`config.mk`:
```
export PLATFORM = sky130hd
export DESIGN_NAME = btn_conditioner
export DESIGN_NICKNAME = d
export VERILOG_FILES = /design/src/rtl/controller_pkg.sv /design/src/rtl/btn_channel.sv /design/src/rtl/btn_conditioner.sv
export SDC_FILE = /design/constraint.sdc
export NUM_CORES = 1
export LEC_CHECK = 0
export BUFFER_PORTS_ARGS = -buffer_cell sky130_fd_sc_hd__buf_4
export CELL_PAD_IN_SITES_DETAIL_PLACEMENT = 0
export CELL_PAD_IN_SITES_GLOBAL_PLACEMENT = 1
export CORE_MARGIN = 2
export CORE_UTILIZATION = 40
export DETAILED_ROUTE_END_ITERATION = 8
export PLACE_DENSITY_LB_ADDON = 0.1
export SYNTH_ARGS = -nofsm -noshare
export SYNTH_HDL_FRONTEND = slang
export SYNTH_HIERARCHICAL = 1
export SYNTH_SLANG_ARGS = --single-unit
```
`constraint.sdc`:
```
create_clock -name clk_25mhz -period 3 [get_ports clk_25mhz]
set_clock_uncertainty 0.1 [all_clocks]
set_input_delay 0.15 -clock clk_25mhz [delete_from_list [all_inputs] [get_ports clk_25mhz]]
set_output_delay 0.15 -clock clk_25mhz [all_outputs]
set_load 0.02 [all_outputs]
```
`src/rtl/controller_pkg.sv`:
```
// ---------------------------------------------------------------------------
// controller_pkg
// Shared definitions for the controller board input logic:
//   - auto-repeat FSM state encoding (IDLE=0, HOLD=1, REPEAT=2)
//   - default timing constants derived from the 25 MHz system clock
//   - small elaboration-time helpers for counter sizing
// ---------------------------------------------------------------------------
package controller_pkg;

    localparam int CLK_HZ = 25_000_000;

    // 10 ms debounce window, 500 ms initial hold, 100 ms repeat period.
    localparam int DEF_STABLE_CYCLES = CLK_HZ / 100;
    localparam int DEF_HOLD_CYCLES   = CLK_HZ / 2;
    localparam int DEF_REPEAT_CYCLES = CLK_HZ / 10;

    typedef enum logic [1:0] {
        ST_IDLE   = 2'd0,
        ST_HOLD   = 2'd1,
        ST_REPEAT = 2'd2
    } rp_state_e;

    // Counter width able to hold 0..n-1, never narrower than one bit.
    function automatic int cnt_width(input int n);
        return (n < 2) ? 1 : $clog2(n);
    endfunction

    function automatic int max_int(input int a, input int b);
        return (a > b) ? a : b;
    endfunction

endpackage

```
`src/rtl/btn_channel.sv`:
```
// ---------------------------------------------------------------------------
// btn_channel
// One push-button channel: two-flop synchroniser, counter debounce,
// press/release strobes and a menu-style auto-repeat FSM.
//
// Ports:
//   clk_25mhz    in   system clock
//   reset        in   synchronous active-high reset
//   i_btn        in   raw asynchronous button level (1 = pressed)
//   o_level      out  debounced level (registered)
//   o_press      out  one-cycle strobe on accepted 0->1 (registered)
//   o_release    out  one-cycle strobe on accepted 1->0 (registered)
//   o_repeat     out  one-cycle auto-repeat tick while held (registered)
//   o_press_evt  out  next-cycle value of o_press, so the parent can
//                     register an aggregate strobe coincident with o_press
// ---------------------------------------------------------------------------
module btn_channel
    import controller_pkg::*;
#(
    parameter int STABLE_CYCLES = DEF_STABLE_CYCLES,
    parameter int HOLD_CYCLES   = DEF_HOLD_CYCLES,
    parameter int REPEAT_CYCLES = DEF_REPEAT_CYCLES
) (
    input  logic clk_25mhz,
    input  logic reset,
    input  logic i_btn,
    output logic o_level,
    output logic o_press,
    output logic o_release,
    output logic o_repeat,
    output logic o_press_evt
);

    localparam int DB_W = cnt_width(STABLE_CYCLES);
    localparam int RP_W = cnt_width(max_int(HOLD_CYCLES, REPEAT_CYCLES));

    localparam logic [DB_W-1:0] DB_LAST   = DB_W'(STABLE_CYCLES - 1);
    localparam logic [RP_W-1:0] HOLD_LAST = RP_W'(HOLD_CYCLES - 1);
    localparam logic [RP_W-1:0] REP_LAST  = RP_W'(REPEAT_CYCLES - 1);

    logic            r_q1;
    logic            r_q2;
    logic            r_level;
    logic [DB_W-1:0] r_db_cnt;
    logic            r_press;
    logic            r_release;
    logic            r_repeat;
    logic [RP_W-1:0] r_rp_cnt;
    rp_state_e       r_state;

    logic            w_differ;
    logic            w_accept;
    logic            w_press_evt;
    logic            w_rel_evt;
    rp_state_e       w_state_next;
    logic [RP_W-1:0] w_rp_cnt_next;
    logic            w_repeat_next;

    // A level change is accepted on the edge where the synchronised input
    // has disagreed with the debounced level for STABLE_CYCLES edges in a row.
    assign w_differ    = (r_q2 != r_level);
    assign w_accept    = w_differ && (r_db_cnt == DB_LAST);
    assign w_press_evt = w_accept &&  r_q2;
    assign w_rel_evt   = w_accept && !r_q2;

    // Synchroniser, debounce and registered strobes.
    always_ff @(posedge clk_25mhz) begin
        if (reset) begin
            r_q1      <= 1'b0;
            r_q2      <= 1'b0;
            r_level   <= 1'b0;
            r_db_cnt  <= '0;
            r_press   <= 1'b0;
            r_release <= 1'b0;
            r_repeat  <= 1'b0;
            r_rp_cnt  <= '0;
        end else begin
            r_q1 <= i_btn;
            r_q2 <= r_q1;
            if (!w_differ) begin
                r_db_cnt <= '0;
            end else if (w_accept) begin
                r_level  <= r_q2;
                r_db_cnt <= '0;
            end else begin
                r_db_cnt <= r_db_cnt + 1'b1;
            end
            r_press   <= w_press_evt;
            r_release <= w_rel_evt;
            r_repeat  <= w_repeat_next;
            r_rp_cnt  <= w_rp_cnt_next;
        end
    end

    // Auto-repeat FSM state register.
    always_ff @(posedge clk_25mhz) begin
        if (reset) begin
            r_state <= ST_IDLE;
        end else begin
            r_state <= w_state_next;
        end
    end

    // Auto-repeat next state. Release has priority over a coinciding count
    // match so that no tick is emitted on the release edge.
    always_comb begin
        w_state_next  = r_state;
        w_rp_cnt_next = r_rp_cnt;
        w_repeat_next = 1'b0;
        case (r_state)
            ST_IDLE: begin
                if (w_press_evt) begin
                    w_state_next  = ST_HOLD;
                    w_rp_cnt_next = '0;
                end
            end
            ST_HOLD: begin
                if (w_rel_evt) begin
                    w_state_next  = ST_IDLE;
                    w_rp_cnt_next = '0;
                end else if (r_rp_cnt == HOLD_LAST) begin
                    w_state_next  = ST_REPEAT;
                    w_rp_cnt_next = '0;
                    w_repeat_next = 1'b1;
                end else begin
                    w_rp_cnt_next = r_rp_cnt + 1'b1;
                end
            end
            ST_REPEAT: begin
                if (w_rel_evt) begin
                    w_state_next  = ST_IDLE;
                    w_rp_cnt_next = '0;
                end else if (r_rp_cnt == REP_LAST) begin
                    w_rp_cnt_next = '0;
                    w_repeat_next = 1'b1;
                end else begin
                    w_rp_cnt_next = r_rp_cnt + 1'b1;
                end
            end
            default: begin
                w_state_next  = ST_IDLE;
                w_rp_cnt_next = '0;
            end
        endcase
    end

    assign o_level     = r_level;
    assign o_press     = r_press;
    assign o_release   = r_release;
    assign o_repeat    = r_repeat;
    assign o_press_evt = w_press_evt;

endmodule

```
`src/rtl/btn_conditioner.sv`:
```
// ---------------------------------------------------------------------------
// btn_conditioner
// Input-conditioning stage for the controller push buttons. Each of the
// WIDTH channels is synchronised, debounced and given press/release strobes
// and auto-repeat ticks; channels are fully independent.
//
// Ports:
//   clk_25mhz    in   system clock (only clock)
//   reset        in   synchronous active-high reset
//   btn          in   [WIDTH] raw button levels, 1 = pressed
//   btn_level    out  [WIDTH] debounced level
//   btn_press    out  [WIDTH] one-cycle strobe on accepted 0->1
//   btn_release  out  [WIDTH] one-cycle strobe on accepted 1->0
//   btn_repeat   out  [WIDTH] one-cycle auto-repeat tick while held
//   any_press    out  OR of btn_press, registered, coincident with it
// ---------------------------------------------------------------------------
module btn_conditioner
    import controller_pkg::*;
#(
    parameter int WIDTH         = 7,
    parameter int STABLE_CYCLES = DEF_STABLE_CYCLES,
    parameter int HOLD_CYCLES   = DEF_HOLD_CYCLES,
    parameter int REPEAT_CYCLES = DEF_REPEAT_CYCLES
) (
    input  logic             clk_25mhz,
    input  logic             reset,
    input  logic [WIDTH-1:0] btn,
    output logic [WIDTH-1:0] btn_level,
    output logic [WIDTH-1:0] btn_press,
    output logic [WIDTH-1:0] btn_release,
    output logic [WIDTH-1:0] btn_repeat,
    output logic             any_press
);

    logic [WIDTH-1:0] w_press_evt;
    logic             r_any_press;

    genvar gi;
    generate
        for (gi = 0; gi < WIDTH; gi++) begin : gen_ch
            btn_channel #(
                .STABLE_CYCLES (STABLE_CYCLES),
                .HOLD_CYCLES   (HOLD_CYCLES),
                .REPEAT_CYCLES (REPEAT_CYCLES)
            ) u_ch (
                .clk_25mhz   (clk_25mhz),
                .reset       (reset),
                .i_btn       (btn[gi]),
                .o_level     (btn_level[gi]),
                .o_press     (btn_press[gi]),
                .o_release   (btn_release[gi]),
                .o_repeat    (btn_repeat[gi]),
                .o_press_evt (w_press_evt[gi])
            );
        end
    endgenerate

    // Registering the OR of the pre-register press events keeps any_press a
    // flop output while lining it up with the per-channel strobes.
    always_ff @(posedge clk_25mhz) begin
        if (reset) begin
            r_any_press <= 1'b0;
        end else begin
            r_any_press <= |w_press_evt;
        end
    end

    assign any_press = r_any_press;

endmodule
```
Word-level counts from Yosys, hierarchy flattened:

Cells that the tools add are included.
W data, S select, Z words.

* mux-type cells: 112
* bitwise gates (word level): 7
* add/sub/neg operators: 14
* equal/unequal tests: 63
* reductions and logical operators: 57

Operators by type and width (number)
* $mux W24: 35
* $pmux W24 S3: 7
* $add A24 B1 Y24 const B: 7
* $eq A24 B22 Y1 const B: 7
* $eq A24 B24 Y1 const B: 7
* $add A18 B1 Y18 const B: 7
* $eq A18 B18 Y1 const B: 7
* $mux W2: 28
* $pmux W2 S3: 7
* $mux W1: 28
* $ne A2 B1 Y1 const B: 14
* $logic_and A1 B1 Y1: 21
* $ne A3 B1 Y1 const B: 7
* $reduce_and A3 Y1: 7
* $reduce_or A3 Y1: 7
* $eq A2 B1 Y1 const B: 7
* $eq A2 B2 Y1 const B: 7
* $logic_not A2 Y1: 7
* $pmux W1 S2: 7
* $reduce_and A2 Y1: 7
* $logic_not A1 Y1: 7
* $ne A1 B1 Y1: 7
* $not A1 Y1: 7
* $reduce_or A7 Y1: 1

* register bits: 351
* input port bits: 9
* logic and storage cells: 317

Longest topological paths before layout:

Gate-level depths: netlist of the first run.

* depth in word-level cells: 5
* mapped depth: 8

Hierarchy:

The synthesis of the first run kept the hierarchy.

Modules (own cells, without submodules)
* btn_channel (gen_ch[0].u_ch ...): seq. area each 1001.0 sq um, instances 5, area an instance 2557.5 sq um, cells an instance 328
* btn_channel (gen_ch[6].u_ch): seq. area each 1001.0 sq um, instances 1, area an instance 2590.0 sq um, cells an instance 333
* btn_channel (gen_ch[2].u_ch): seq. area each 1001.0 sq um, instances 1, area an instance 2571.2 sq um, cells an instance 331
* btn_conditioner: seq. area each 20.0 sq um, instances 1, area an instance 42.5 sq um, cells an instance 4

Worst setup path after synthesis of the first run:

No wires, ideal clock.

* path type: reg2reg
* from: reg gen_ch[6].u_ch.r_db_cnt[4]
* to: reg gen_ch[6].u_ch.r_state[1]
* required time: 2.812 ns
* cell stages (with the launch flop): 8
* arrival: 2.564 ns
* path slack: 0.248 ns
* cell sequence: dfxtp_1 -> or4_1 -> or4_4 -> or4_4 -> and2_4 -> buf_6 -> o31a_1 -> o32ai_2

* longest elaborated chain between the ends: 5
* elaborated cells on any way between the ends: 10
* classes of those cells: eq/ne: 4; mux: 2; reduce/logical: 4

RTL lines
* start, declared: line btn_channel.sv:44 `logic [DB_W-1:0] r_db_cnt;`
* start signal, assigned: line btn_channel.sv:86 `r_db_cnt <= r_db_cnt + 1'b1;`
* $eq A18 B18 Y1 (*): line btn_channel.sv:62 `assign w_accept = w_differ && (r_db_cnt == DB_LAST);`
* $logic_and A1 B1 Y1 (*): line btn_channel.sv:62
* $logic_and A1 B1 Y1 (on tied branches): line btn_channel.sv:64, btn_channel.sv:63
* $ne A3 B1 Y1 (no line), or another cell as far along
* $reduce_and A3 Y1 (no line) / $pmux W2 S3 (equally long branches)
* end signal, assigned: line btn_channel.sv:100 `r_state <= w_state_next;`
* end, declared: line btn_channel.sv:49 `rp_state_e r_state;`

Mark *: on every way between the ends. The rest lies on a longest branch, timed or not.
A chain may end at the register's enable or synchronous reset.

Final worst setup path of the first run:

* from: reg gen_ch[3].u_ch.r_db_cnt[5]
* to: reg gen_ch[3].u_ch.r_rp_cnt[22]

* longest elaborated chain between the ends: 5
* elaborated cells on any way between the ends: 8
* classes of those cells: eq/ne: 2; mux: 3; reduce/logical: 3

RTL lines
* start, declared: line btn_channel.sv:44
* start signal, assigned: line btn_channel.sv:86
* $eq A18 B18 Y1 (*): line btn_channel.sv:62
* $logic_and A1 B1 Y1 (*): line btn_channel.sv:62
* $logic_and A1 B1 Y1: line btn_channel.sv:64 `assign w_rel_evt = w_accept && !r_q2;`
* $mux W24 (on tied branches): line btn_channel.sv:130, btn_channel.sv:118
* $pmux W24 S3: line btn_channel.sv:110 `case (r_state)`
* end signal, assigned: line btn_channel.sv:91 `r_rp_cnt <= w_rp_cnt_next;`
* end, declared: line btn_channel.sv:48 `logic [RP_W-1:0] r_rp_cnt;`

Marked as above.

==> impl_results.html, run 1 <==
<table>
<tr><th>Metric</th><th>Value</th></tr>
<tr><th colspan="2">Run status</th></tr>
<tr><td>Outcome</td><td>finished clean</td></tr>
<tr><th colspan="2">Synth</th></tr>
<tr><td>Yosys top cell by area</td><td>dfxtp_1</td></tr>
<tr><td>Flip-flop and latch count after synthesis</td><td>351</td></tr>
<tr><td>Proportion of netlist area held by the largest area contributor</td><td>39.06%</td></tr>
<tr><td>Most common cell in the netlist</td><td>dfxtp_1</td></tr>
<tr><td>Post-synthesis mux area share</td><td>0%</td></tr>
<tr><td>Top cells by area in the synthesized netlist</td><td>dfxtp_1, nand3_1, nor2_1</td></tr>
<tr><td>Share of the yosys chip area belonging to registers</td><td>39.06%</td></tr>
<tr><td>Area share of and/or/nand/nor cells after synthesis</td><td>36.33%</td></tr>
<tr><td>Number of nets in the synthesized netlist</td><td>2,352</td></tr>
<tr><td>Syn_area_per_cell</td><td>7.795 um^2</td></tr>
<tr><td>Post-synthesis instance area</td><td>17,990 um^2</td></tr>
<tr><td>Fraction of registers with async set or reset after synthesis</td><td>0%</td></tr>
<tr><td>Number of standard cells after synthesis</td><td>2,308</td></tr>
<tr><td>Cell types with the highest counts after synthesis</td><td>dfxtp_1, nand3_1, nor2_1</td></tr>
<tr><td>Largest family of logic cells by synthesized area</td><td>simple AND/OR/NAND/NOR gates</td></tr>
<tr><td>Synth Area in Adders</td><td>2.434%</td></tr>
<tr><td>Count of flip-flops with a built-in enable after synthesis</td><td>0</td></tr>
<tr><td>Share of the synthesized area in compound gates (AO/OA/AOI/OAI)</td><td>12.37%</td></tr>
<tr><td>Number of warnings issued by yosys</td><td>6</td></tr>
<tr><td>Top_reg_cell synth</td><td>dfxtp_1</td></tr>
<tr><td>Post-synthesis share of cell area spent on xor and xnor gates</td><td>5.501%</td></tr>
<tr><td>Number of distinct library cells after synthesis</td><td>57</td></tr>
<tr><th colspan="2">STA</th></tr>
<tr><td>Total Negative Setup Slacks</td><td>0 ps</td></tr>
<tr><td>Total of endpoints with negative setup slack in the final report</td><td>0</td></tr>
<tr><td>Number of hold-slack violations in the final timing report</td><td>0</td></tr>
<tr><td>Max-Slew Margin vs Limit</td><td>43.46%</td></tr>
<tr><td>Share of the clock period used by the worst path after layout</td><td>94.72%</td></tr>
<tr><td>Min Tclk post-route</td><td>2842 ps</td></tr>
<tr><td>Max-slew violation count</td><td>0</td></tr>
<tr><td>Worst-margin pin slew</td><td>848.1 ps</td></tr>
<tr><td>Highest clock frequency the design can meet</td><td>351.9 MHz</td></tr>
<tr><td>Setup repair after global routing missed its margin</td><td>false</td></tr>
<tr><th colspan="2">Worst setup path</th></tr>
<tr><td>Largest driver fanout on the critical path</td><td>9</td></tr>
<tr><td>WP data arrival</td><td>3220 ps</td></tr>
<tr><td>Startpoint class of the critical path</td><td>register</td></tr>
<tr><td>CP Data Required Time</td><td>3380 ps</td></tr>
<tr><td>Crit Path Class</td><td>register to register</td></tr>
<tr><td>Register-to-register setup slack</td><td>160 ps</td></tr>
<tr><td>Kind of end point of the critical path</td><td>register</td></tr>
<tr><th colspan="2">Hold path</th></tr>
<tr><td>Worst min-delay path category</td><td>input pin to register</td></tr>
<tr><th colspan="2">Floorplan</th></tr>
<tr><td>DIE AREA</td><td>46,690 um^2</td></tr>
<tr><td>Initial standard-cell utilization of the core</td><td>40.60%</td></tr>
<tr><td>Num ports</td><td>38</td></tr>
<tr><td>Horizontal die dimension</td><td>216.1 um</td></tr>
<tr><td>Core region area</td><td>44,320 um^2</td></tr>
<tr><td>Die Y</td><td>216.1 um</td></tr>
<tr><td>Core Rows</td><td>77</td></tr>
<tr><th colspan="2">Drt</th></tr>
<tr><td>Number of vias per cell</td><td>5.585</td></tr>
<tr><td>Wire length per cell after detailed routing</td><td>14.88 um</td></tr>
<tr><td>Post-detailed-route count of antenna-violating nets</td><td>0</td></tr>
<tr><td>Number of DRC markers in iteration 0</td><td>997</td></tr>
<tr><td>Total via count in the routed design</td><td>16,442</td></tr>
<tr><td>Drt pass-1 iters</td><td>6</td></tr>
<tr><td>Final wirelength</td><td>43,800 um</td></tr>
<tr><td># DRC</td><td>0</td></tr>
<tr><th colspan="2">Layout</th></tr>
<tr><td>Fin cells</td><td>2,944</td></tr>
<tr><td>Ratio of cells with drive above 1 in the final layout</td><td>9.141%</td></tr>
<tr><td>Combined area of the multi-input logic cells</td><td>10,250 um^2</td></tr>
<tr><td>Final #Nets</td><td>2,369</td></tr>
<tr><td>Antenna fix cells</td><td>0</td></tr>
<tr><td>Number of fill cells</td><td>4,422</td></tr>
<tr><td>Relative area change from synthesis to final layout</td><td>14.14%</td></tr>
<tr><td>Register cell area after layout</td><td>7027 um^2</td></tr>
<tr><th colspan="2">Power and ir drop</th></tr>
<tr><td>Highest ir drop seen on vdd</td><td>417.8 uV</td></tr>
<tr><td>Power Density</td><td>476.1 nW/um^2</td></tr>
<tr><td>Leakage</td><td>6.454 nW</td></tr>
<tr><td>Overall power of the completed layout</td><td>9.777 mW</td></tr>
<tr><th colspan="2">CTS</th></tr>
<tr><td>Worst-path clk slew</td><td>60 ps</td></tr>
<tr><td>Cell at the root of the clock tree</td><td>clkbuf_16</td></tr>
<tr><td>Post-CTS setup buffer count</td><td>0</td></tr>
<tr><td>Clock insertion delay at the later pin of the skew report</td><td>570 ps</td></tr>
<tr><td>H-tree levels</td><td>2</td></tr>
<tr><td>Sink count of the clock tree</td><td>351</td></tr>
<tr><td>Buffer levels on the longest clock path</td><td>3</td></tr>
<tr><td>CTS tree</td><td>yes</td></tr>
<tr><td>Number of CTS-inserted buffers</td><td>43</td></tr>
<tr><th colspan="2">GRT</th></tr>
<tr><td>Wire length of the first global-routing pass</td><td>73,940 um</td></tr>
<tr><td>Largest net degree at the start of global routing</td><td>107</td></tr>
<tr><td>Via count of the first global-routing pass</td><td>14,964</td></tr>
<tr><td>Total Routing Usage GR</td><td>18.35%</td></tr>
<tr><td>Initial antenna violation count</td><td>0</td></tr>
<tr><td>Final global-route overflow total</td><td>0</td></tr>
<tr><th colspan="2">Run</th></tr>
<tr><td>Number of max-capacitance violations reported</td><td>0</td></tr>
<tr><th colspan="2">Place</th></tr>
<tr><td>Number of placed instances with taps included</td><td>2,865</td></tr>
<tr><td>Final RePlAce weighted congestion</td><td>0.7698</td></tr>
<tr><td>Count of input and output buffers</td><td>37</td></tr>
<tr><td>Post-DP HPWL</td><td>28,750 um</td></tr>
</table>
## metrics by stage
stage,utilization [%],setup slack (ps),cell area [um^2],hold WS (ps)
floorplan,-,247.6,17990,119.1
global placement,43.13,150.0,19110,261.5
detailed placement,43.13,133.5,19110,268.0
CTS,46.31,108.0,20520,152.3
global route,46.34,16.55,20530,205.7
finish,46.34,158.4,20530,163.3
## worst paths after layout
path / start / to / depth (start not counted)
worst max-delay path: gen_ch[3].u_ch/r_db_cnt[5] / gen_ch[3].u_ch/r_rp_cnt[22] / 5
worst min-delay path: reset / gen_ch[5].u_ch/o_release / 2
worst max register to register: gen_ch[3].u_ch/r_db_cnt[5] / gen_ch[3].u_ch/r_rp_cnt[22] / 5
worst min register to register: gen_ch[0].u_ch/r_q1 / gen_ch[0].u_ch/r_q2 / 1
## power breakdown
part | switching [mW] | internal (mW)
sequential | 0.00592 | 4.67
combinational | 0.0833 | 0.0389
clock | 2.02 | 2.96
## layout by cell type, fill, tap and decap left out, types with 14 or more instances in the layout
cell	netlist	routed
nand3b_1	27	27
xnor2_1	66	66
inv_1	53	53
nor2b_1	16	16
a31oi_1	134	134
a21oi_1	49	42
o211ai_1	15	15
or4_1	23	20
nand3_1	314	314
nand2_1	243	243
nand4b_1	35	35
o21ai_0	58	58
a211oi_1	14	14
nor2_1	274	274
and3_1	57	57
ha_1	35	35
nand4_1	55	55
nand2b_1	18	18
nor4_1	23	23
dfxtp_1	351	351
xor2_1	47	47
or4b_1	19	19
clkbuf_16	0	45
and4_1	19	19
buf_4	2	103
nor3_1	56	56
or3_1	26	26
## repair_timing
item,in CTS,in global routing
hold buffers,7,0
endpoints found under the hold margin,7,0
resized for setup,0,3
endpoints found under the setup margin,0,4
## cell families after synthesis
group,Yosys count
simple gates,1264
flops,351
compound gates,347
buf+inv,198
xor+xnor,113
fa+ha+maj,35
## per-layer routing
| metal | up-vias | track usage [%] | share of wire [%] |
|---|---|---|---|
| li1 | 8387 | - | - |
| met1 | 7738 | 25.40 | 49 |
| met2 | 252 | 29.41 | 45 |
| met3 | 65 | 2.807 | 4.0 |
| met4 | 0 | 5.708 | 1.9 |
| met5 | - | 0 | 0 |
## layout make-up
class                   instances  share of cell area (%)
repair buffers                117                   4.759
flip-flops and latches        351                   34.22
clock inverters                10                  0.2437
well taps                     592                   3.607
multi-input cells            1759                   49.92
clock buffers                  62                   6.282
inverters                      53                  0.9688
## sequential cells by signal, indices dropped and copies added (netlist names)
| register | flops |
|---|---|
| gen_ch.u_ch/r_rp_cnt | 168 |
| gen_ch.u_ch/r_db_cnt | 126 |
| gen_ch.u_ch/r_state | 14 |
| gen_ch.u_ch/o_level | 7 |
| gen_ch.u_ch/o_press | 7 |
| gen_ch.u_ch/o_release | 7 |
| gen_ch.u_ch/o_repeat | 7 |
| gen_ch.u_ch/r_q1 | 7 |
| gen_ch.u_ch/r_q2 | 7 |
| any_press | 1 |
## worst max-delay path, cell delays in order, from the launching register on
cell and delay, ps:
dfxtp_1 340, or4b_1 520, or4_1 680, o31a_1 460, or4b_1 490, a31oi_1 180
Note: power is estimated with default switching activity, not from simulation.
==> inputs of run 2 (changes only) <==
--- a/config.mk
+++ b/config.mk
@@ -11,7 +11,10 @@
 export CORE_MARGIN = 2
 export CORE_UTILIZATION = 40
 export DETAILED_ROUTE_END_ITERATION = 8
+export GPL_TIMING_DRIVEN = 0
 export PLACE_DENSITY_LB_ADDON = 0.1
+export RECOVER_POWER = 25
+export SKIP_LAST_GASP = 1
 export SYNTH_ARGS = -nofsm -noshare
 export SYNTH_HDL_FRONTEND = slang
 export SYNTH_HIERARCHICAL = 1
==> impl_results.html, run 2 (synthesized netlist as in run 1, its figures left out) <==
<table>
<tr><th>Metric</th><th>Value</th></tr>
<tr><th colspan="2">Drt</th></tr>
<tr><td># DRC</td><td>0</td></tr>
<tr><td>Drt pass-1 iters</td><td>6</td></tr>
<tr><td>Final wirelength</td><td>47,180 um</td></tr>
<tr><td>Total via count in the routed design</td><td>16,875</td></tr>
<tr><td>Number of DRC markers in iteration 0</td><td>1,038</td></tr>
<tr><td>Wire length per cell after detailed routing</td><td>15.62 um</td></tr>
<tr><td>Post-detailed-route count of antenna-violating nets</td><td>0</td></tr>
<tr><td>Number of vias per cell</td><td>5.588</td></tr>
<tr><th colspan="2">Layout</th></tr>
<tr><td>Ratio of cells with drive above 1 in the final layout</td><td>7.784%</td></tr>
<tr><td>Flip-flop count of the largest register after layout</td><td>168</td></tr>
<tr><td>Combined area of the multi-input logic cells</td><td>10,320 um^2</td></tr>
<tr><td>Most frequent standard cell in the layout excluding fill and tap cells</td><td>dfxtp_1</td></tr>
<tr><td>Register cell area after layout</td><td>7030 um^2</td></tr>
<tr><td>Commonest cells after routing, fill and taps aside</td><td>dfxtp_1, nand3_1, nor2_1</td></tr>
<tr><td>Largest register by flop count</td><td>gen_ch.u_ch/r_rp_cnt</td></tr>
<tr><td>Number of fill cells</td><td>4,520</td></tr>
<tr><td>Fin cells</td><td>3,020</td></tr>
<tr><td>Antenna fix cells</td><td>0</td></tr>
<tr><td>Largest registers</td><td>gen_ch.u_ch/r_rp_cnt (168), gen_ch.u_ch/r_db_cnt (126), gen_ch.u_ch/r_state (14)</td></tr>
<tr><td>Final #Nets</td><td>2,439</td></tr>
<tr><td>Relative area change from synthesis to final layout</td><td>15.11%</td></tr>
<tr><th colspan="2">GRT</th></tr>
<tr><td>Initial antenna violation count</td><td>0</td></tr>
<tr><td>Final global-route overflow total</td><td>0</td></tr>
<tr><td>Wire length of the first global-routing pass</td><td>79,110 um</td></tr>
<tr><td>Largest net degree at the start of global routing</td><td>13</td></tr>
<tr><td>Total Routing Usage GR</td><td>19.91%</td></tr>
<tr><td>Via count of the first global-routing pass</td><td>15,920</td></tr>
<tr><th colspan="2">Floorplan</th></tr>
<tr><td>Horizontal die dimension</td><td>216.1 um</td></tr>
<tr><td>Initial standard-cell utilization of the core</td><td>40.60%</td></tr>
<tr><td>Core Rows</td><td>77</td></tr>
<tr><td>Die Y</td><td>216.1 um</td></tr>
<tr><td>DIE AREA</td><td>46,690 um^2</td></tr>
<tr><td>Core region area</td><td>44,320 um^2</td></tr>
<tr><td>Num ports</td><td>38</td></tr>
<tr><th colspan="2">Worst setup path</th></tr>
<tr><td>Largest incremental delay on the critical path</td><td>570 ps</td></tr>
<tr><td>Largest driver fanout on the critical path</td><td>10</td></tr>
<tr><td>Kind of end point of the critical path</td><td>register</td></tr>
<tr><td>Worst-case reg-to-reg path depth</td><td>8</td></tr>
<tr><td>Crit Path Class</td><td>register to register</td></tr>
<tr><td>Critical Path Source</td><td>gen_ch[6].u_ch/r_db_cnt[5]</td></tr>
<tr><td>Startpoint class of the critical path</td><td>register</td></tr>
<tr><td>Cell-by-cell listing of the critical path</td><td>or4b_1 &gt; or4_4 &gt; or4_4 &gt; and2_4 &gt; buf_6 &gt; clkbuf_4 &gt; nand2_1 &gt; a31oi_1</td></tr>
<tr><td>WP data arrival</td><td>3210 ps</td></tr>
<tr><td>CP Data Required Time</td><td>3310 ps</td></tr>
<tr><td>Most common cell on crit path</td><td>or4_4</td></tr>
<tr><td>Endpoint of the worst setup timing path</td><td>gen_ch[6].u_ch/r_rp_cnt[12]</td></tr>
<tr><td>Capture point of the worst reg-to-reg path</td><td>gen_ch[6].u_ch/r_rp_cnt[12]</td></tr>
<tr><td>Register-to-register setup slack</td><td>100 ps</td></tr>
<tr><td>CP max stage cell</td><td>or4_4</td></tr>
<tr><td>Launch instance of the worst register-to-register path</td><td>gen_ch[6].u_ch/r_db_cnt[5]</td></tr>
<tr><th colspan="2">Power and ir drop</th></tr>
<tr><td>Power Density</td><td>499.4 nW/um^2</td></tr>
<tr><td>Clock power frac</td><td>53.5%</td></tr>
<tr><td>Highest ir drop seen on vdd</td><td>363.3 uV</td></tr>
<tr><td>Switching Fraction</td><td>20.90%</td></tr>
<tr><td>Leakage</td><td>6.434 nW</td></tr>
<tr><td>Overall power of the completed layout</td><td>10.34 mW</td></tr>
<tr><td>Combinational Power Share</td><td>1.3%</td></tr>
<tr><td>Internal cell power</td><td>8.182 mW</td></tr>
<tr><td>Net Sw Power</td><td>2.162 mW</td></tr>
<tr><td>Sequential Power Share</td><td>45.2%</td></tr>
<tr><th colspan="2">CTS</th></tr>
<tr><td>Sink count of the clock tree</td><td>351</td></tr>
<tr><td>Cell at the root of the clock tree</td><td>clkbuf_16</td></tr>
<tr><td>CTS tree</td><td>yes</td></tr>
<tr><td>Buffer levels on the longest clock path</td><td>3</td></tr>
<tr><td>H-tree levels</td><td>2</td></tr>
<tr><td>Number of CTS-inserted buffers</td><td>43</td></tr>
<tr><td>Clock insertion delay at the later pin of the skew report</td><td>560 ps</td></tr>
<tr><td>Worst-path clk slew</td><td>60 ps</td></tr>
<tr><th colspan="2">Place</th></tr>
<tr><td>Final RePlAce weighted congestion</td><td>0.8284</td></tr>
<tr><td>Worst Setup Slack post-DPL</td><td>-147.8 ps</td></tr>
<tr><td>Number of placed instances with taps included</td><td>2,937</td></tr>
<tr><td>Count of input and output buffers</td><td>37</td></tr>
<tr><td>Post-DP HPWL</td><td>32,280 um</td></tr>
<tr><th colspan="2">STA</th></tr>
<tr><td>Share of the clock period used by the worst path after layout</td><td>96.53%</td></tr>
<tr><td>Max-Slew Margin vs Limit</td><td>56.77%</td></tr>
<tr><td>Hold WS</td><td>254.6 ps</td></tr>
<tr><td>Crit path setup slack, layout</td><td>104.1 ps</td></tr>
<tr><td>Number of hold-slack violations in the final timing report</td><td>0</td></tr>
<tr><td>Min Tclk post-route</td><td>2896 ps</td></tr>
<tr><td>Max-slew violation count</td><td>0</td></tr>
<tr><td>Setup repair after global routing missed its margin</td><td>true</td></tr>
<tr><td>Total of endpoints with negative setup slack in the final report</td><td>0</td></tr>
<tr><td>Worst-margin pin slew</td><td>640.1 ps</td></tr>
<tr><td>Highest clock frequency the design can meet</td><td>345.3 MHz</td></tr>
<tr><th colspan="2">Run status</th></tr>
<tr><td>Outcome</td><td>finished clean</td></tr>
<tr><th colspan="2">Hold path</th></tr>
<tr><td>Worst min-delay path category</td><td>input pin to register</td></tr>
<tr><th colspan="2">Run</th></tr>
<tr><td>Number of max-capacitance violations reported</td><td>0</td></tr>
</table>
## run 2: cell count changes in the layout (fill, tap and decap cells not counted), sizes merged
| cell | change |
|---|---|
| clkinvlp | +2 |
| clkbuf | +133 |
| clkinv | -1 |
| dlygate4sd3 | +1 |
| bufinv | +6 |
| buf | -65 |
## run 2: power by group through the flow
stage	logic, mW	registers (mW)	clock network (mW)
finish	0.130	4.68	5.53
global route	0.144	4.68	5.92
CTS	0.133	4.68	5.73
detailed placement	0.125	4.78	0
global placement	0.124	4.78	0
floorplan	0.0761	4.78	0
## run 2: how the worst min path moves through the flow
| stage | startpoint | end | slack, ps | depth (start not counted) |
|---|---|---|---|---|
| detailed placement | btn[5] | gen_ch[5].u_ch/r_q1 | 270 | 2 |
| floorplan | reset | any_press | 120 | 1 |
| finish | btn[5] | gen_ch[5].u_ch/r_q1 | 250 | 3 |
| global placement | btn[0] | gen_ch[0].u_ch/r_q1 | 260 | 2 |
| global route | btn[0] | gen_ch[0].u_ch/r_q1 | 240 | 3 |
| CTS | btn[5] | gen_ch[5].u_ch/r_q1 | 210 | 3 |
## run 2: layout make-up
type                            count  share of cell area, %
Inverter                           53                 0.9606
Clock inverter                     17                  1.160
Sequential cell                   351                  33.95
Clock buffer                       61                  6.162
Timing Repair Buffer               48                  1.311
Buffer                            139                  3.045
Multi-Input combinational cell   1759                  49.84
Tap cell                          592                  3.577
## run 2: per-layer routing
layer | track usage, % | share of wire, % | vias to the layer above
met5 | 0 | 0 | -
met4 | 5.046 | 2.0 | 0
met3 | 3.382 | 4.3 | 70
met2 | 32.13 | 45 | 296
met1 | 27.61 | 49 | 7983
li1 | - | - | 8526
## run 2: worst max-delay path, delay by kind of cell (launching register included)
family	cells	cell delay [ps]
compound gates	1	70
buf+inv	2	310
flops	1	340
simple gates	5	1920
## run 2: timing repair
action                     in CTS  in global routing
pin swaps                       0                  5
hold buffers                    8                  0
resized for setup              34                 87
buffers inserted                0                  3
setup endpoints to repair     156                210
hold endpoints to repair        8                  0
## run 2: stage by stage
stage                     setup TNS (ps)  area, um^2  utilization [%]
after floorplan                        0       17990                -
after global placement             -7736       19010            42.89
after detailed placement           -9969       19010            42.89
after CTS                              0       20670            46.64
after global routing              -298.8       20710            46.73
final                                  0       20710            46.73
==> inputs of run 3 (changes only) <==
--- a/config.mk
+++ b/config.mk
@@ -6,10 +6,13 @@
 export NUM_CORES = 1
 export LEC_CHECK = 0
 export BUFFER_PORTS_ARGS = -buffer_cell sky130_fd_sc_hd__buf_4
+export CAP_MARGIN = 25
 export CELL_PAD_IN_SITES_DETAIL_PLACEMENT = 0
 export CELL_PAD_IN_SITES_GLOBAL_PLACEMENT = 1
+export CORE_ASPECT_RATIO = 1.25
 export CORE_MARGIN = 2
 export CORE_UTILIZATION = 40
+export CTS_BUF_LIST = sky130_fd_sc_hd__clkbuf_4 sky130_fd_sc_hd__clkbuf_8
 export DETAILED_ROUTE_END_ITERATION = 8
 export GPL_TIMING_DRIVEN = 0
 export PLACE_DENSITY_LB_ADDON = 0.1
==> impl_results.html, run 3 (synthesized netlist as in run 1, its figures left out) <==
<table>
<tr><th>Metric</th><th>Value</th></tr>
<tr><th colspan="2">Power and ir drop</th></tr>
<tr><td>Leakage</td><td>6.386 nW</td></tr>
<tr><td>Switching Fraction</td><td>22.37%</td></tr>
<tr><td>Power Density</td><td>460.9 nW/um^2</td></tr>
<tr><td>Sequential Power Share</td><td>49.6%</td></tr>
<tr><td>Highest ir drop seen on vdd</td><td>329.8 uV</td></tr>
<tr><td>Clock power frac</td><td>49.1%</td></tr>
<tr><td>Internal cell power</td><td>7.331 mW</td></tr>
<tr><td>Net Sw Power</td><td>2.112 mW</td></tr>
<tr><td>Combinational Power Share</td><td>1.4%</td></tr>
<tr><td>Overall power of the completed layout</td><td>9.443 mW</td></tr>
<tr><th colspan="2">Place</th></tr>
<tr><td>Post-DP HPWL</td><td>32,480 um</td></tr>
<tr><td>Final RePlAce weighted congestion</td><td>0.8407</td></tr>
<tr><td>Count of input and output buffers</td><td>37</td></tr>
<tr><th colspan="2">Drt</th></tr>
<tr><td>Final wirelength</td><td>47,540 um</td></tr>
<tr><td># DRC</td><td>0</td></tr>
<tr><td>Number of DRC markers in iteration 0</td><td>948</td></tr>
<tr><td>Post-detailed-route count of antenna-violating nets</td><td>0</td></tr>
<tr><td>Total via count in the routed design</td><td>17,077</td></tr>
<tr><td>Number of vias per cell</td><td>5.636</td></tr>
<tr><td>Drt pass-1 iters</td><td>7</td></tr>
<tr><td>Wire length per cell after detailed routing</td><td>15.69 um</td></tr>
<tr><th colspan="2">GRT</th></tr>
<tr><td>Via count of the first global-routing pass</td><td>16,033</td></tr>
<tr><td>Initial antenna violation count</td><td>1</td></tr>
<tr><td>Total Routing Usage GR</td><td>20.03%</td></tr>
<tr><td>Largest net degree at the start of global routing</td><td>15</td></tr>
<tr><td>Wire length of the first global-routing pass</td><td>79,760 um</td></tr>
<tr><td>Final global-route overflow total</td><td>0</td></tr>
<tr><th colspan="2">Layout</th></tr>
<tr><td>Final #Nets</td><td>2,457</td></tr>
<tr><td>Fin util</td><td>46.33%</td></tr>
<tr><td>Most frequent standard cell in the layout excluding fill and tap cells</td><td>dfxtp_1</td></tr>
<tr><td>Flip-flop count of the largest register after layout</td><td>168</td></tr>
<tr><td>Relative area change from synthesis to final layout</td><td>13.90%</td></tr>
<tr><td>Largest registers</td><td>gen_ch.u_ch/r_rp_cnt (168), gen_ch.u_ch/r_db_cnt (126), gen_ch.u_ch/r_state (14)</td></tr>
<tr><td>Largest register by flop count</td><td>gen_ch.u_ch/r_rp_cnt</td></tr>
<tr><td>Commonest cells after routing, fill and taps aside</td><td>dfxtp_1, nand3_1, nor2_1</td></tr>
<tr><td>Number of fill cells</td><td>4,564</td></tr>
<tr><td>Ratio of cells with drive above 1 in the final layout</td><td>9.361%</td></tr>
<tr><th colspan="2">STA</th></tr>
<tr><td>Setup repair after global routing missed its margin</td><td>true</td></tr>
<tr><td>Max-slew violation count</td><td>0</td></tr>
<tr><td>Min Tclk post-route</td><td>2933 ps</td></tr>
<tr><td>Total of endpoints with negative setup slack in the final report</td><td>0</td></tr>
<tr><td>Share of the clock period used by the worst path after layout</td><td>97.76%</td></tr>
<tr><td>Worst-margin pin slew</td><td>665.4 ps</td></tr>
<tr><td>Number of hold-slack violations in the final timing report</td><td>0</td></tr>
<tr><td>Max-Slew Margin vs Limit</td><td>55.06%</td></tr>
<tr><td>Highest clock frequency the design can meet</td><td>341.0 MHz</td></tr>
<tr><th colspan="2">Floorplan</th></tr>
<tr><td>Core Rows</td><td>86</td></tr>
<tr><td>Die Y</td><td>241.1 um</td></tr>
<tr><td>Num ports</td><td>38</td></tr>
<tr><td>Horizontal die dimension</td><td>193.7 um</td></tr>
<tr><td>DIE AREA</td><td>46,700 um^2</td></tr>
<tr><td>Core region area</td><td>44,220 um^2</td></tr>
<tr><td>Initial standard-cell utilization of the core</td><td>40.68%</td></tr>
<tr><th colspan="2">CTS</th></tr>
<tr><td>Clock insertion delay at the later pin of the skew report</td><td>660 ps</td></tr>
<tr><td>Number of CTS-inserted buffers</td><td>60</td></tr>
<tr><td>Buffer levels on the longest clock path</td><td>3</td></tr>
<tr><td>H-tree levels</td><td>2</td></tr>
<tr><td>Sink count of the clock tree</td><td>351</td></tr>
<tr><td>Worst-path clk slew</td><td>60 ps</td></tr>
<tr><td>Cell at the root of the clock tree</td><td>clkbuf_8</td></tr>
<tr><td>CTS tree</td><td>yes</td></tr>
<tr><th colspan="2">Worst setup path</th></tr>
<tr><td>Kind of end point of the critical path</td><td>register</td></tr>
<tr><td>WP data arrival</td><td>3390 ps</td></tr>
<tr><td>Cell-by-cell listing of the critical path</td><td>or4b_1 &gt; or4_4 &gt; or4_4 &gt; and2_4 &gt; buf_6 &gt; o31a_1 &gt; o32ai_2</td></tr>
<tr><td>CP Data Required Time</td><td>3460 ps</td></tr>
<tr><td>Largest incremental delay on the critical path</td><td>590 ps</td></tr>
<tr><td>CP max stage cell</td><td>or4_4</td></tr>
<tr><td>Crit Path Class</td><td>register to register</td></tr>
<tr><td>Most common cell on crit path</td><td>or4_4</td></tr>
<tr><td>Largest driver fanout on the critical path</td><td>7</td></tr>
<tr><td>Startpoint class of the critical path</td><td>register</td></tr>
<tr><th colspan="2">Run status</th></tr>
<tr><td>Outcome</td><td>finished clean</td></tr>
<tr><th colspan="2">Run</th></tr>
<tr><td>Number of max-capacitance violations reported</td><td>0</td></tr>
<tr><th colspan="2">Hold path</th></tr>
<tr><td>Worst min-delay path category</td><td>input pin to register</td></tr>
</table>
[run 3: path summary, 6_finish.rpt]
path / start / to / slack [ps] / cells after the start
hold reg to reg: gen_ch[2].u_ch/r_db_cnt[0] / gen_ch[2].u_ch/r_db_cnt[0] / 340 / 1
hold / removal: btn[4] / gen_ch[4].u_ch/r_q1 / 140 / 3
setup / recovery: gen_ch[6].u_ch/r_db_cnt[5] / gen_ch[6].u_ch/r_state[1] / 70 / 7
setup reg to reg: gen_ch[6].u_ch/r_db_cnt[5] / gen_ch[6].u_ch/r_state[1] / 70 / 7
[run 3: routing by layer]
metal  routed length [um]  track usage, %  vias to the layer above
met1                21910           25.51                     8122
met3                 1932           3.619                       75
met5                    0               0                        -
li1                     -               -                     8573
met2                22760           34.68                      307
met4                  935           5.852                        0
[run 3: critical path: cells and delay by family (launching register included)]
kind / cells / cell delay (ps)
AND/OR/NAND/NOR: 4 / 1870
AO/OA/AOI/OAI: 2 / 410
flip-flops: 1 / 350
buffers and inverters: 1 / 120
[run 3: power by group through the flow]
stage                     Clock [mW]  Sequential [mW]  Combinational [mW]
after global routing            5.03             4.68               0.146
after global placement             0             4.78               0.124
final                           4.63             4.68               0.131
after detailed placement           0             4.78               0.124
after CTS                       4.83             4.68               0.134
after floorplan                    0             4.78              0.0761
[run 3: what timing repair did]
action	4_1_cts	5_1_grt
pin swaps	0	4
buffers inserted	0	2
resized for setup	30	104
setup endpoints to repair	168	224
endpoints found under the hold margin	9	0
hold buffers	9	0
[run 3: layout make-up]
| cell class | instances | area [um^2] | area share, % |
|---|---|---|---|
| Timing Repair Buffer | 48 | 274.0 | 1.337 |
| Sequential cell | 351 | 7030 | 34.31 |
| Inverter | 53 | 198.9 | 0.9709 |
| Clock buffer | 92 | 1160 | 5.660 |
| Antenna cell | 1 | 2.502 | 0.01221 |
| Tap cell | 572 | 715.7 | 3.493 |
| Clock inverter | 14 | 120.1 | 0.5862 |
| Multi-Input combinational cell | 1759 | 10350 | 50.50 |
| Buffer | 140 | 641.9 | 3.132 |
[run 3: stage by stage]
stage          setup TNS [ps]  cell area (um^2)  setup WS, ps  cells  hold slack [ps]
6_report                    0             20490         67.17   3030            140.7
5_1_grt                -9.196             20490        -7.029   3030            124.3
4_1_cts                     0             20410        0.7068   3031            75.27
3_5_place_dp            -8158             18980        -130.2   2917            265.5
3_3_place_gp            -9883             18980        -150.3   2917            262.9
2_1_floorplan               0             17990         247.6   2308            119.1
